<file path="src/rtl/fb_bank_scheduler.sv">
// fb_bank_scheduler
//   Ping-pong scheduler for the two 1-bit plot framebuffer BRAMs.
//   One bank is the display bank, read by the pixel reader. The other is the
//   draw bank, which is cleaned and then plotted by the trace writer. At each
//   frame_start the banks swap, but only when the draw bank is READY and
//   display is not held.
// Ports:
//   clk, rst_n                      clock, async active-low reset
//   frame_start, hold               frame pulse, display freeze
//   clean_valid/addr/last           cleaner beat stream
//   wr_valid/addr/data/last         writer beat stream
//   rd_en, rd_addr, rd0, rd1        reader access, BRAM read data (1-cycle latency)
//   en0/we0/addr0, en1/we1/addr1    BRAM bank ports; wd is shared write data
//   rd_data                         display pixel, valid 1 cycle after rd_en
//   clean_go, write_go              engine run enables (levels)
//   disp_bank, state                current display bank, draw-bank FSM state
//   swap_cnt, late_cnt              completed swaps, frames missed by a late draw bank
module fb_bank_scheduler #(
  parameter int ADDR_WIDTH = 19,
  parameter int CNT_WIDTH  = 16
) (
  input  logic                  clk,
  input  logic                  rst_n,
  input  logic                  frame_start,
  input  logic                  hold,
  input  logic                  clean_valid,
  input  logic [ADDR_WIDTH-1:0] clean_addr,
  input  logic                  clean_last,
  input  logic                  wr_valid,
  input  logic [ADDR_WIDTH-1:0] wr_addr,
  input  logic                  wr_data,
  input  logic                  wr_last,
  input  logic                  rd_en,
  input  logic [ADDR_WIDTH-1:0] rd_addr,
  input  logic                  rd0,
  input  logic                  rd1,
  output logic                  en0,
  output logic                  we0,
  output logic [ADDR_WIDTH-1:0] addr0,
  output logic                  en1,
  output logic                  we1,
  output logic [ADDR_WIDTH-1:0] addr1,
  output logic                  wd,
  output logic                  rd_data,
  output logic                  clean_go,
  output logic                  write_go,
  output logic                  disp_bank,
  output logic [1:0]            state,
  output logic [CNT_WIDTH-1:0]  swap_cnt,
  output logic [CNT_WIDTH-1:0]  late_cnt
);

  typedef enum logic [1:0] {CLEAN = 2'd0, WRITE = 2'd1, READY = 2'd2} state_t;

  state_t                 stateQ, stateD;
  logic                   dispBank, dispBankD;
  logic                   rdSel;
  logic [CNT_WIDTH-1:0]   swapCnt, lateCnt;
  logic                   swapNow, lateNow;

  logic                   drawEn, drawWe, drawWd;
  logic [ADDR_WIDTH-1:0]  drawAddr;

  // Next-state logic. A frame_start that arrives while the draw bank is still
  // being cleaned or written counts as late, even on the wr_last beat itself:
  // the bank becomes READY on that edge but the swap waits for the next frame.
  always_comb begin
    stateD    = stateQ;
    dispBankD = dispBank;
    swapNow   = 1'b0;
    lateNow   = 1'b0;
    unique case (stateQ)
      CLEAN: begin
        if (clean_valid && clean_last) stateD = WRITE;
        lateNow = frame_start && !hold;
      end
      WRITE: begin
        if (wr_valid && wr_last) stateD = READY;
        lateNow = frame_start && !hold;
      end
      READY: begin
        if (frame_start && !hold) begin
          stateD    = CLEAN;
          dispBankD = ~dispBank;
          swapNow   = 1'b1;
        end
      end
      default: stateD = CLEAN;
    endcase
  end

  always_ff @(posedge clk or negedge rst_n) begin
    if (!rst_n) begin
      stateQ   <= CLEAN;
      dispBank <= 1'b0;
      rdSel    <= 1'b0;
      swapCnt  <= '0;
      lateCnt  <= '0;
    end else begin
      stateQ   <= stateD;
      dispBank <= dispBankD;
      // Captures the bank that was displayed when the read was issued, so a
      // read in the swap cycle still returns the old bank's data.
      rdSel    <= dispBank;
      if (swapNow) swapCnt <= swapCnt + 1'b1;
      if (lateNow) lateCnt <= lateCnt + 1'b1;
    end
  end

  // Draw-bank port selection. The registered state gates engine traffic, so
  // beats presented in the wrong phase never reach the BRAM.
  always_comb begin
    drawEn   = 1'b0;
    drawWe   = 1'b0;
    drawAddr = '0;
    drawWd   = 1'b0;
    unique case (stateQ)
      CLEAN: begin
        drawEn   = clean_valid;
        drawWe   = clean_valid;
        drawAddr = clean_valid ? clean_addr : '0;
      end
      WRITE: begin
        drawEn   = wr_valid;
        drawWe   = wr_valid;
        drawAddr = wr_valid ? wr_addr : '0;
        drawWd   = wr_valid & wr_data;
      end
      default: ;
    endcase
  end

  // Bank mux. Outputs are forced low while reset is asserted so a reader
  // still driving rd_en cannot touch a BRAM before the scheduler is running.
  always_comb begin
    en0   = 1'b0;
    we0   = 1'b0;
    addr0 = '0;
    en1   = 1'b0;
    we1   = 1'b0;
    addr1 = '0;
    wd    = 1'b0;
    if (rst_n) begin
      wd = drawWd;
      if (!dispBank) begin
        en0   = rd_en;
        addr0 = rd_en ? rd_addr : '0;
        en1   = drawEn;
        we1   = drawWe;
        addr1 = drawAddr;
      end else begin
        en1   = rd_en;
        addr1 = rd_en ? rd_addr : '0;
        en0   = drawEn;
        we0   = drawWe;
        addr0 = drawAddr;
      end
    end
  end

  assign rd_data   = rst_n & (rdSel ? rd1 : rd0);
  assign clean_go  = (stateQ == CLEAN);
  assign write_go  = (stateQ == WRITE);
  assign disp_bank = dispBank;
  assign state     = stateQ;
  assign swap_cnt  = swapCnt;
  assign late_cnt  = lateCnt;

endmodule
</file>
<file path="config.mk">
export PLATFORM = sky130hd
export DESIGN_NAME = fb_bank_scheduler
export DESIGN_NICKNAME = d
export VERILOG_FILES = /design/src/rtl/fb_bank_scheduler.sv
export SDC_FILE = /design/constraint.sdc
export NUM_CORES = 1
export LEC_CHECK = 0
export BUFFER_PORTS_ARGS = -buffer_cell sky130_fd_sc_hd__buf_2
export CAP_MARGIN = 25
export CORE_ASPECT_RATIO = 1.75
export CORE_MARGIN = 3
export CORE_UTILIZATION = 40
export DETAILED_ROUTE_END_ITERATION = 10
export GPL_TIMING_DRIVEN = 1
export PLACE_DENSITY_LB_ADDON = 0.15
export SKIP_CTS_REPAIR_TIMING = 1
export SLEW_MARGIN = 0
export SYNTH_ARGS = -nofsm -noshare
export SYNTH_HDL_FRONTEND = slang
export SYNTH_SLANG_ARGS = --single-unit
</file>
<file path="constraint.sdc">
create_clock -name clk -period 2.5 [get_ports clk]
set_input_delay 0.25 -clock clk [delete_from_list [all_inputs] [get_ports clk]]
set_output_delay 0.25 -clock clk [all_outputs]
set_load 0.01 [all_outputs]
</file>
==> flow_summary.ini <==
[timing]
worst_slew_pin_slew_ns = 0.613
skew_ns = 0.00372
fin_crit_ns = 2.23
hold_viol_final = 0
slew-limit-headroom_pct = 59.1
fin_setup_tns_ns = 0
fin_crit_sh_pct = 89.1
drv_slew = 0
max_freq_ghz = 0.449
setup_viol = 0
hold_ws_ns = 0.189
rsz0062_at_grt = no

[clocking]
clock_path_buffers = 2
path_clk_slew_ns = 0.07
cts.sinks = 36
cts_tree = done
cts-root-buf = clkbuf_8
cts_buffers = 5
cts.htree.levels = 2
clock_latency_ns = 0.29

[logic_synthesis]
async_flop_share_pct = 100
synthCells = 298
synth-edff-count = 0
yosysWarnings = 0
ys_seq_elements = 36
synth.top_cell.area_share_pct = 35.1
netlist_top_cells_count = dfrtp_1, nand2_1, nand3_1, xnor2_1, and3_1
syn-cell-area_um2 = 2570
syn_nets = 369
syn_avg_cell_area_um2 = 8.62
synth-seq-area-share_pct = 35.1
synth-main-ff-cell = dfrtp_1
synth_cell_type_count = 34
yosysMostFrequentCell = dfrtp_1
synth.area.top_cells = dfrtp_1, xnor2_1, a22o_1, and3_1, a21boi_0
synth_area_leader_cell = dfrtp_1

[detailed_routing]
drc = 0
drt_iter0_markers = 158
drt-total-wl_um = 7320
wire_per_inst_um = 14.2
via_per_inst = 5.23
drt_pass1_iterations = 4
ant_nets = 0
vias = 2697

[grt]
grt_max_degree = 44
antenna_found_initial = 0
grt_usage_pct = 19.9
grt_pass1_vias = 2630
grt_pass1_wl_um = 11800
overflow = 0

[cells_and_area]
area_growth_pct = 34.1
drive_above_1_share_pct = 39.2
diodes = 0
fin_nets = 506

[setup_path]
cp-start-kind = flip-flop
cp-end-kind = output pin
cp.arrival_ns = 1.98
worstSetupPathType = flip-flop to output pin
cp_max_fo = 23
cp.required_ns = 2.25

[floorplan]
io_pins = 150
fp.dieW_um = 66.6
initial_utilization_pct = 41.3
die_h_um = 112
coreArea_um2 = 6230
num_rows = 38
dieArea_um2 = 7460

[place]
hpwlAfterDp_um = 5560
portBuffers = 149
gp_congestion = 0.829

[power]
power_leakage_nw = 1.86
ir_worst_vdd_v = 0.000361
powerDensity_nw_per_um2 = 706

[run_status]
status = complete, no violations

[min_path]
hp-class = primary input to flip-flop

[run]
cap_violations = 0
## critical path, cell delays in order, from the launching register on
cell and delay, ns:
dfrtp_1 0.47, and3b_1 0.25, buf_4 0.25, a22o_1 0.19
nand2_1 0.05, a21boi_0 0.28, buf_2 0.19
## routing by layer
| metal | GRT usage [%] | wire length, µm | vias to the layer above |
|---|---|---|---|
| li1 | - | - | 1324 |
| met4 | 6.51 | 121 | 0 |
| met3 | 4.20 | 504 | 10 |
| met5 | 0 | 0 | - |
| met1 | 20.2 | 2680 | 1259 |
| met2 | 38.2 | 4020 | 104 |
## flip-flops by register name, summed over array words and instances (netlist names)
name,count
state,2
rdSel,1
disp_bank,1
late_cnt,16
swap_cnt,16
## per-stage QoR
stage	std cells	power [mW]	setup WS (ns)	utilization, %	cell area, µm²
after floorplan	298	1.59	0.746	-	2570
after global placement	507	2.01	0.624	53.7	3340
after detailed placement	507	2.03	0.561	53.7	3340
after CTS	515	2.48	0.225	55.2	3440
after global routing	516	2.65	0.0976	55.3	3450
final	516	2.44	0.273	55.3	3450
## where the power goes
| part | internal, mW | leakage [nW] | switching (mW) | total (mW) |
|---|---|---|---|---|
| sequential | 0.671 | 0.483 | 0.105 | 0.776 |
| clock | 0.220 | 0.0510 | 0.210 | 0.430 |
| combinational | 0.525 | 1.32 | 0.704 | 1.23 |
## layout by cell type, fill, tap and decap left out, drive strengths merged, types with 5 or more instances in the layout
| cell | instances |
|---|---|
| a21boi | 19 |
| xor2 | 5 |
| and3 | 26 |
| nand4 | 7 |
| clkbuf | 6 |
| nand3 | 26 |
| and4 | 6 |
| a22o | 19 |
| nor2b | 19 |
| dfrtp | 36 |
| nor2 | 7 |
| xnor2 | 26 |
| nand2 | 31 |
| a21oi | 19 |
| and2 | 5 |
| buf | 156 |
## final timing paths
check | to | from | cells past startpoint | slack (ns)
worst max-delay path | addr1[0] | state[1]$_DFFE_PN0P_ | 6 | 0.27
worst min-delay path | state[0]$_DFFE_PN0P_ | clean_last | 2 | 0.19
worst max register to register | swap_cnt[8]$_DFFE_PN0P_ | state[0]$_DFFE_PN0P_ | 4 | 0.76
worst min register to register | late_cnt[15]$_DFFE_PN0P_ | late_cnt[15]$_DFFE_PN0P_ | 1 | 0.47
max in group asynchronous | swap_cnt[0]$_DFFE_PN0P_ | rst_n | 4 | 1.10
min in group asynchronous | swap_cnt[10]$_DFFE_PN0P_ | rst_n | 2 | 0.50
## area by class of cell
class,count,area (µm²)
Timing Repair Buffer,157,808
Tap cell,80,100
Multi-Input combinational cell,233,1540
Sequential cell,36,901
Clock buffer,6,82.6
Fill cell,614,2780
Clock inverter,2,10.0
Inverter,2,7.51
## logic make-up (layout without fill, tap and decap cells)
family	count (synthesis)	count (layout)	share of synthesized area [%]
AND/OR/NAND/NOR	133	133	29.1
AO/OA/AOI/OAI	64	64	18.0
flip-flops	36	36	35.1
XOR/XNOR	31	31	10.6
buffers and inverters	29	167	5.11
multiplexers	3	3	1.27
adder cells (fa/ha/maj)	2	2	0.974
(Power assumes the default switching activity.)
